## src/rtl/adc_sched_pkg.sv

```systemverilog
// ADC readout scheduler shared types and constants.
// Also holds the SPI register map seen by the SPI slave.
package adc_sched_pkg;

  localparam int NUM_CH = 4;
  localparam int DROP_CNT_MAX = 255;

  typedef enum logic [1:0] {
    IDLE,
    COLLECT,
    PENDING,
    PUBLISH
  } state_t;

  localparam logic [7:0] SPI_ADDR_SNAP0  = 8'h00;
  localparam logic [7:0] SPI_ADDR_SNAP1  = 8'h01;
  localparam logic [7:0] SPI_ADDR_SNAP2  = 8'h02;
  localparam logic [7:0] SPI_ADDR_SNAP3  = 8'h03;
  localparam logic [7:0] SPI_ADDR_VALID  = 8'h04;
  localparam logic [7:0] SPI_ADDR_CNT    = 8'h05;
  localparam logic [7:0] SPI_ADDR_STATUS = 8'h06;
  localparam logic [7:0] SPI_ADDR_DROP   = 8'h07;

  function automatic logic [2:0] popcnt(
    input logic [NUM_CH-1:0] v
  );
    popcnt = '0;
    for (int i = 0; i < NUM_CH; i++)
      popcnt = popcnt + 3'(v[i]);
  endfunction

endpackage

```

## src/rtl/adc_stage_bank.sv

```systemverilog
// Per-channel staging registers, got flags and overwrite detection.
// restart marks the publish cycle: new pulses open the next frame.
module adc_stage_bank
  import adc_sched_pkg::*;
#(
  parameter logic [NUM_CH-1:0] CH_MASK = '1
) (
  input  logic                     clk,
  input  logic                     rst,
  input  logic                     clr,
  input  logic                     accept,
  input  logic                     restart,
  input  logic [NUM_CH-1:0][15:0]  adc_in,
  input  logic [NUM_CH-1:0]        valid,
  output logic [NUM_CH-1:0][15:0]  stage,
  output logic [NUM_CH-1:0]        got,
  output logic [NUM_CH-1:0]        got_next,
  output logic [NUM_CH-1:0]        drop
);

  logic [NUM_CH-1:0] hit;
  logic [NUM_CH-1:0] base;

  assign hit      = valid & CH_MASK & {NUM_CH{accept}};
  assign base     = restart ? '0 : got;
  assign got_next = base | hit;
  assign drop     = hit & base;

  always_ff @(posedge clk) begin
    if (rst) begin
      stage <= '0;
      got   <= '0;
    end else begin
      got <= clr ? '0 : got_next;
      for (int i = 0; i < NUM_CH; i++)
        if (hit[i]) stage[i] <= adc_in[i];
    end
  end

endmodule

```

## src/rtl/adc_readout_scheduler.sv

```systemverilog
// Frame scheduler: collects one sample per channel and publishes
// a coherent snapshot only while the SPI slave is idle.
module adc_readout_scheduler
  import adc_sched_pkg::*;
#(
  parameter logic [NUM_CH-1:0] CH_MASK = 4'hF,
  parameter int TIMEOUT_CYCLES = 50000,
  parameter int TMR_W = 16
) (
  input  logic        clk,
  input  logic        rst,
  input  logic        enable,
  input  logic [15:0] adc_ch0,
  input  logic [15:0] adc_ch1,
  input  logic [15:0] adc_ch2,
  input  logic [15:0] adc_ch3,
  input  logic [3:0]  adc_data_valid,
  input  logic        spi_busy,
  input  logic        clear_status,
  output logic [15:0] snap_ch0,
  output logic [15:0] snap_ch1,
  output logic [15:0] snap_ch2,
  output logic [15:0] snap_ch3,
  output logic [3:0]  snap_valid,
  output logic [31:0] sample_cnt,
  output logic        drdy,
  output logic        overrun,
  output logic [7:0]  drop_cnt,
  output logic        partial
);

  state_t state;
  logic [TMR_W-1:0] timer;
  logic partial_pend;
  logic spi_busy_q;
  logic spi_rise;
  logic accept;
  logic restart;
  logic full;
  logic tmr_hit;
  logic [8:0] drop_sum;
  logic [7:0] drop_sat;
  logic [NUM_CH-1:0][15:0] adc_in;
  logic [NUM_CH-1:0][15:0] stage;
  logic [NUM_CH-1:0] got;
  logic [NUM_CH-1:0] got_next;
  logic [NUM_CH-1:0] drop;

  assign adc_in   = {adc_ch3, adc_ch2, adc_ch1, adc_ch0};
  assign accept   = enable && (state != IDLE);
  assign restart  = (state == PUBLISH);
  assign full     = (got_next & CH_MASK) == CH_MASK;
  assign tmr_hit  = timer == TMR_W'(TIMEOUT_CYCLES - 1);
  assign spi_rise = spi_busy && !spi_busy_q;
  assign drop_sum = {1'b0, drop_cnt} + 9'(popcnt(drop));
  assign drop_sat = (drop_sum > 9'(DROP_CNT_MAX))
                  ? 8'(DROP_CNT_MAX) : drop_sum[7:0];

  adc_stage_bank #(
    .CH_MASK (CH_MASK)
  ) u_bank (
    .clk      (clk),
    .rst      (rst),
    .clr      (!enable),
    .accept   (accept),
    .restart  (restart),
    .adc_in   (adc_in),
    .valid    (adc_data_valid),
    .stage    (stage),
    .got      (got),
    .got_next (got_next),
    .drop     (drop)
  );

  always_ff @(posedge clk) begin
    if (rst) begin
      state        <= IDLE;
      timer        <= '0;
      partial_pend <= 1'b0;
      spi_busy_q   <= 1'b0;
      snap_ch0     <= '0;
      snap_ch1     <= '0;
      snap_ch2     <= '0;
      snap_ch3     <= '0;
      snap_valid   <= '0;
      sample_cnt   <= '0;
      drdy         <= 1'b0;
      overrun      <= 1'b0;
      drop_cnt     <= '0;
      partial      <= 1'b0;
    end else begin
      spi_busy_q <= spi_busy;
      if (spi_rise) drdy <= 1'b0;
      // a same-cycle drop or overrun beats clear_status
      if (|drop) drop_cnt <= drop_sat;
      else if (clear_status) drop_cnt <= '0;
      if (clear_status) overrun <= 1'b0;
      if (!enable) begin
        state        <= IDLE;
        timer        <= '0;
        partial_pend <= 1'b0;
        drdy         <= 1'b0;
      end else begin
        unique case (state)
          IDLE: begin
            state <= COLLECT;
            timer <= '0;
          end
          COLLECT: begin
            if (full) begin
              state <= PENDING;
            end else if (tmr_hit) begin
              timer <= '0;
              if (|got_next) begin
                state        <= PENDING;
                partial_pend <= 1'b1;
              end
            end else begin
              timer <= timer + TMR_W'(1);
            end
          end
          PENDING: begin
            if (!spi_busy) state <= PUBLISH;
          end
          PUBLISH: begin
            snap_ch0     <= stage[0];
            snap_ch1     <= stage[1];
            snap_ch2     <= stage[2];
            snap_ch3     <= stage[3];
            snap_valid   <= got & CH_MASK;
            partial      <= partial_pend;
            sample_cnt   <= sample_cnt + 32'd1;
            drdy         <= 1'b1;
            if (drdy) overrun <= 1'b1;
            partial_pend <= 1'b0;
            timer        <= '0;
            state        <= COLLECT;
          end
          default: state <= IDLE;
        endcase
      end
    end
  end

endmodule

```

## config.mk

```make
export PLATFORM = sky130hd
export DESIGN_NAME = adc_readout_scheduler
export DESIGN_NICKNAME = d
export VERILOG_FILES = /design/src/rtl/adc_sched_pkg.sv /design/src/rtl/adc_stage_bank.sv /design/src/rtl/adc_readout_scheduler.sv
export SDC_FILE = /design/constraint.sdc
export NUM_CORES = 1
export LEC_CHECK = 0
export ABC_AREA = 1
export CAP_MARGIN = 25
export CORE_AREA = 2 2 140 142
export CTS_CLUSTER_DIAMETER = 80
export DETAILED_ROUTE_END_ITERATION = 8
export DIE_AREA = 0 0 142 144
export HOLD_SLACK_MARGIN = 0.1
export PLACE_DENSITY = 0.74
export SLEW_MARGIN = 30
export SYNTH_ARGS = -nofsm -noshare
export SYNTH_HDL_FRONTEND = slang
export SYNTH_SLANG_ARGS = --single-unit
```

## constraint.sdc

```tcl
create_clock -name clk -period 3.3 [get_ports clk]
set_input_delay 0.825 -clock clk [delete_from_list [all_inputs] [get_ports clk]]
set_output_delay 0.825 -clock clk [all_outputs]
set_load 0.01 [all_outputs]
```

Word level (Yosys, flattened, before mapping)
Index checks and enable logic that the tools add are counted.
{"block": "totals", "ff_bits": 199, "inputBits": 73, "word_cells": 80}
{"block": "classes", "n_addsub": 6, "order_cmp": 1, "n_eq_ne": 11, "muxes": 22, "n_bitwise": 4, "n_reduce_logical": 17}
{"operator": "adder 32 x 1 -> 32 bit (second input constant)", "n": 1}
{"operator": "two-way mux 16 bit", "n": 2}
{"operator": "one-hot mux 16 bit (2 select lines)", "n": 1}
{"operator": "two-way mux 8 bit", "n": 3}
{"operator": "adder 16 x 1 -> 16 bit (second input constant)", "n": 1}
{"operator": "== test 16 bit (second input constant)", "n": 1}
{"operator": "nonzero test 2 bit", "n": 5}
{"operator": "adder 8 x 3 -> 9 bit", "n": 1}
{"operator": "greater-than comparator 9 x 8 -> 1 bit (second input constant)", "n": 1}
{"operator": "two-way mux 1 bit", "n": 9}
{"operator": "bitwise AND 4 bit", "n": 2}
{"operator": "two-way mux 2 bit", "n": 4}
{"operator": "!= test 2 bit (second input constant)", "n": 4}
{"operator": "OR reduction 4 bit", "n": 2}
{"operator": "!= test 3 bit (second input constant)", "n": 2}
{"operator": "one-hot mux 2 bit (3 select lines)", "n": 1}
{"operator": "== test 2 bit (second input constant)", "n": 2}
{"operator": "== test 4 bit (second input constant)", "n": 1}
{"operator": "two-way mux 4 bit", "n": 1}
{"operator": "bitwise OR 4 bit", "n": 1}
{"operator": "AND reduction 2 bit", "n": 2}
{"operator": "AND reduction 4 bit", "n": 1}
{"operator": "OR reduction 2 bit", "n": 2}
{"operator": "adder 2 x 1 -> 3 bit", "n": 1}
{"operator": "9 further kinds", "n": 10}

Depth between registers and ports, before layout
{"block": "logic_depth", "ltp_word": 11, "depth_mapped": 18}

By module
Synthesis repeated with hierarchy kept, for this count alone.
{"block": "unflattened", "hier_cells": 1283, "hier_area_um2": 8804.7}
{"mod": "adc_readout_scheduler", "n_inst": 1, "cells_per_inst": 852, "area_each_um2": 5982.0, "seq_area_each_um2": 2622.5}
{"mod": "adc_stage_bank", "n_inst": 1, "cells_per_inst": 431, "area_each_um2": 2822.7, "seq_area_each_um2": 1361.3}

Worst setup path after synthesis
No wires, ideal clock.
{"block": "synth_path", "kind": "in2reg", "from": "input port enable", "to": "register drop_cnt[2]", "setup_time_ns": 0.071, "t_arrival_ns": 3.119, "t_required_ns": 3.229, "path_slack_ns": 0.110, "path_stages": 16, "n_path_buf": 1, "cell_sequence": "buf_6 nand3_2 nor2_1 inv_1 fa_1 fa_1 inv_1 fa_1 nand2_1 inv_1 nand3_1 nor2_1 nand2_1 o21ai_0 nand2_1 a21oi_1"}
{"block": "synth_via", "elab_chain_len": 10, "word_cells_on_any_way": 12}
{"element": "start, declared", "line": "adc_readout_scheduler.sv:12", "text": "input logic enable,"}
{"element": "logical AND 1 bit (*)", "line": "adc_readout_scheduler.sv:50", "text": "assign accept = enable && (state != IDLE);"}
{"element": "bitwise AND 4 bit (*)", "line": "adc_stage_bank.sv:24", "text": "assign hit = valid & CH_MASK & {NUM_CH{accept}};"}
{"element": "bitwise AND 4 bit (*)", "line": "adc_stage_bank.sv:27", "text": "assign drop = hit & base;"}
{"element": "adder 1 x 1 -> 2 bit", "line": "adc_sched_pkg.sv:29", "text": "popcnt = popcnt + 3'(v[i]);"}
{"element": "adder 2 x 1 -> 3 bit", "line": "adc_sched_pkg.sv:29"}
{"element": "adder 3 x 1 -> 3 bit", "line": "adc_sched_pkg.sv:29"}
{"element": "adder 8 x 3 -> 9 bit", "line": "adc_readout_scheduler.sv:55", "text": "assign drop_sum = {1'b0, drop_cnt} + 9'(popcnt(drop));"}
{"element": "greater-than comparator 9 x 8 -> 1 bit", "line": "adc_readout_scheduler.sv:56", "text": "assign drop_sat = (drop_sum > 9'(DROP_CNT_MAX))"}
{"element": "two-way mux 8 bit", "line": "adc_readout_scheduler.sv:57", "text": "? 8'(DROP_CNT_MAX) : drop_sum[7:0];"}
{"element": "two-way mux 8 bit", "line": "adc_readout_scheduler.sv:95", "text": "if (|drop) drop_cnt <= drop_sat;"}
{"element": "end signal, assigned", "line": "adc_readout_scheduler.sv:95"}
{"element": "end, declared", "line": "adc_readout_scheduler.sv:28", "text": "output logic [7:0] drop_cnt,"}
Mark *: on every way between the ends. The rest lies on a longest branch, timed or not.
A chain may end at the register's enable or synchronous reset.

Final worst setup path
{"block": "layout_path", "from": "input port adc_data_valid[2]", "to": "register drop_cnt[2]"}
{"block": "layout_via", "elab_chain_len": 8, "word_cells_on_any_way": 10}
{"element": "start, declared", "line": "adc_readout_scheduler.sv:17", "text": "input logic [3:0] adc_data_valid,"}
{"element": "bitwise AND 4 bit (*)", "line": "adc_stage_bank.sv:24"}
{"element": "bitwise AND 4 bit (*)", "line": "adc_stage_bank.sv:27"}
{"element": "adder 2 x 1 -> 3 bit", "line": "adc_sched_pkg.sv:29"}
{"element": "adder 3 x 1 -> 3 bit", "line": "adc_sched_pkg.sv:29"}
{"element": "adder 8 x 3 -> 9 bit", "line": "adc_readout_scheduler.sv:55"}
{"element": "greater-than comparator 9 x 8 -> 1 bit", "line": "adc_readout_scheduler.sv:56"}
{"element": "two-way mux 8 bit", "line": "adc_readout_scheduler.sv:57"}
{"element": "two-way mux 8 bit", "line": "adc_readout_scheduler.sv:95"}
Marks and branches as above.

==> impl_results.md <==
- Status: finished clean
- Routed via count: roughly 7.7k
- Total chip power: 4990 uW
- Relative slew margins: 0.564
- Core area: around 19000 sq um
- Routed wire length: 20.7 mm
- CTS max path bufs: 2
- Worst Setup Slack, final: 159 ps
- Slew at the pin with the worst max-slew slack: roughly 650 ps
- First-pass GRT wire length: 34.3 mm
- Ports: 184
- Clk root buf: clkbuf_16
- Clock skew: around 9.6 ps
- Hold crit path type: flip-flop to flip-flop
- Maximum vdd ir drop: between 300 and 400 uV
- Clock slew at the register clock pins of the worst setup and hold paths: 70 ps
- Reg2reg end: drop_cnt[2]$_SDFFE_PP0P_
- Post-Syn Nets: 1220
- Critical path type: input pin to flip-flop
- MaxCap Viol Count: 0
- GRT overflow: 0
- Routed vias/inst: 4.95
- Most frequent cells in the layout: dfxtp_1, nand2_1, clkdlybuf4s50_1
- RSZ-0062 raised after global routing: no
- Cells after Synth: 1137
- Ys flop type: dfxtp_1
- Number of enable flip-flop cells after synthesis: 0
- Seq cells post-synth: 199
- Chip Height: 144 microns
- Final Net Count: around 1.4k
- Number of cell rows: 51
- Hold path startpoint: u_bank.stage[51]$_SDFFE_PP0P_
- Synth unique cells: 40
- R2r setup slk: 230 ps
- Pin count of the biggest net entering global routing: 72
- Hold Fails Final Rpt: 0
- GPL Wtd Cong: 0.916
- Vias in the first global route: 7123
- Total GRT Usage: 0.206
- CP Capture Type: flip-flop
- CTS tree: built
- Worst Path Arrival: 3500 ps
- Worst hold path stage count: 2
- Max-slew violation count: 0
- PortBufs: 183
- Starting Density: 0.441
- CP max FO: 6
- Initial DRC count: 293
- TritonCTS Buffers: 17
- Pwr dens: ~450 nW/um^2
- Residual DRC: 0
- Die width: 142 microns
- Register area share after synthesis: 0.474
- H-tree levels: 4
- Synth Cell Area: about 8400 sq um
- Leakage: 0.00407 uW
- HPWL after DPL: 14.6 mm
- Layout cell share with drive strength beyond 1: 0.0728
- Max Clk Rate: 318 MHz
- Tmin final: 3140 ps
- Startpoint types: input pin
- CTS Sinks: 199
- Ys Warns: 0
- Worst-Skew Late Latency: 440 ps
- Leading cell type in the layout, fill and taps excluded: dfxtp_1
- R2r worst-path depth: 18
- Critical Path RT: between 3000 and 4000 ps
- Syn_area_per_cell: about 7.4 sq um
- Final core utilization: 0.583
- FF-to-FF Start: state[0]$_SDFFE_PP0P_
- Final-layout fill cell count: 1772
- Drt first pass iters: 5
- Async SR Flop Fraction: 0
- P&R area growth vs syn: 32.2%
- Final Cycle Share: 0.952
- Final setup viols: 0
- Place WS: -553 ps
- Final ANT Viol Nets: 0
- DIE AREA: 20400 sq um
- Hold Path Sink: snap_ch3[3]$_SDFFE_PP0P_
- Initial antenna violation count: 1
- DR WL/cell: 13.3 microns
## area by class of cell
class,instances,area (sq um),share of cell area
clock buffer,18,429,0.0386
antenna,1,2.50,0.000225
tap,238,298,0.0268
sequential,199,3990,0.358
multi-input combinational,735,3660,0.329
clock inverter,14,180,0.0162
timing repair buffer,203,2010,0.181
inverter,149,562,0.0505
## per-stage QoR
step	TNS, ps	hold slack [ps]	instance area (sq um)	std cells
final	0	449	11100	1557
after global routing	0	462	11100	1557
after CTS	0	452	11100	1556
after detailed placement	-4020	441	10500	1524
after global placement	-3170	434	10500	1524
after floorplan	0	430	8410	1137
## what timing repair did
item	in CTS	in global routing
gates resized for setup	3	11
pin swaps	0	3
setup endpoints to repair	6	8
setup buffers	0	0
hold buffers	0	0
endpoints found under the hold margin	0	0
## flip-flops by register name, indices dropped and copies added (netlist names)
signal,cells
snap_ch0,16
partial,1
overrun,1
drdy,1
state,2
u_bank.stage,64
sample_cnt,32
snap_ch1,16
drop_cnt,8
snap_ch3,16
partial_pend,1
snap_ch2,16
u_bank.got,4
spi_busy_q,1
snap_valid,4
timer,16
## synth_stat cells, types with 4 or more instances
cell / count / area share
a21oi_1: 172 / 0.10
buf_2: 5 / 0.0030
clkbuf_1: 41 / 0.018
dfxtp_1: 199 / 0.47
ha_1: 7 / 0.010
inv_1: 146 / 0.065
nand2_1: 182 / 0.081
nand2_2: 4 / 0.0030
nand3_1: 41 / 0.024
nand4_1: 12 / 0.0089
nor2_1: 106 / 0.047
nor2_2: 5 / 0.0037
nor2_4: 6 / 0.0080
nor3_1: 11 / 0.0065
o21ai_0: 153 / 0.091
## power by group
| part | internal [uW] | switching, uW | leakage [uW] |
|---|---|---|---|
| clock network | 1100 | 1020 | 0.000293 |
| registers | 2460 | 21.7 | 0.00161 |
| logic | 171 | 217 | 0.00216 |
## critical path, cell delays in order
cell and delay (ps):
clkdlybuf4s50_1 470, nand3_2 90, nor2_2 110, inv_2 60, fa_1 480, fa_2 400, inv_1 80, fa_2 200
nand2_1 80, inv_2 80, nand3_2 90, nor2_4 140, nand2_2 90, o21ai_0 90, nand2_1 70, a21oi_1 140
## cell families after synthesis
kind of cell	after synthesis	share of synthesized area
and+or+nand+nor	383	0.204
DFF	199	0.474
buffers and inverters	203	0.0946
AOI/OAI and AO/OA	336	0.204
xor gates and xnor gates	6	0.00625
adders and majority gates	10	0.0176
## per-layer routing
metal / vias to the layer above / track usage / routed length (microns) / part of all wire
met1: 3443 / 0.267 / 9340 / 0.45
met4: 0 / 0.0768 / 504 / 0.024
met5: - / 0 / 0 / 0
met2: 207 / 0.334 / 9440 / 0.46
met3: 31 / 0.0497 / 1370 / 0.066
li1: 4022 / - / - / -
## worst max path at each step
stage | startpoint | endpoint | slack [ps] | depth (start not counted)
2_1_floorplan | enable | drop_cnt[2]$_SDFFE_PP0P_ | 110 | 16
3_3_place_gp | enable | drop_cnt[2]$_SDFFE_PP0P_ | -440 | 16
3_5_place_dp | enable | drop_cnt[2]$_SDFFE_PP0P_ | -550 | 16
4_1_cts | adc_data_valid[0] | drop_cnt[2]$_SDFFE_PP0P_ | 20 | 16
5_1_grt | state[0]$_SDFFE_PP0P_ | drop_cnt[1]$_SDFFE_PP0P_ | 10 | 18
6_report | adc_data_valid[2] | drop_cnt[2]$_SDFFE_PP0P_ | 160 | 16
Note: power is estimated with default switching activity, not from simulation.
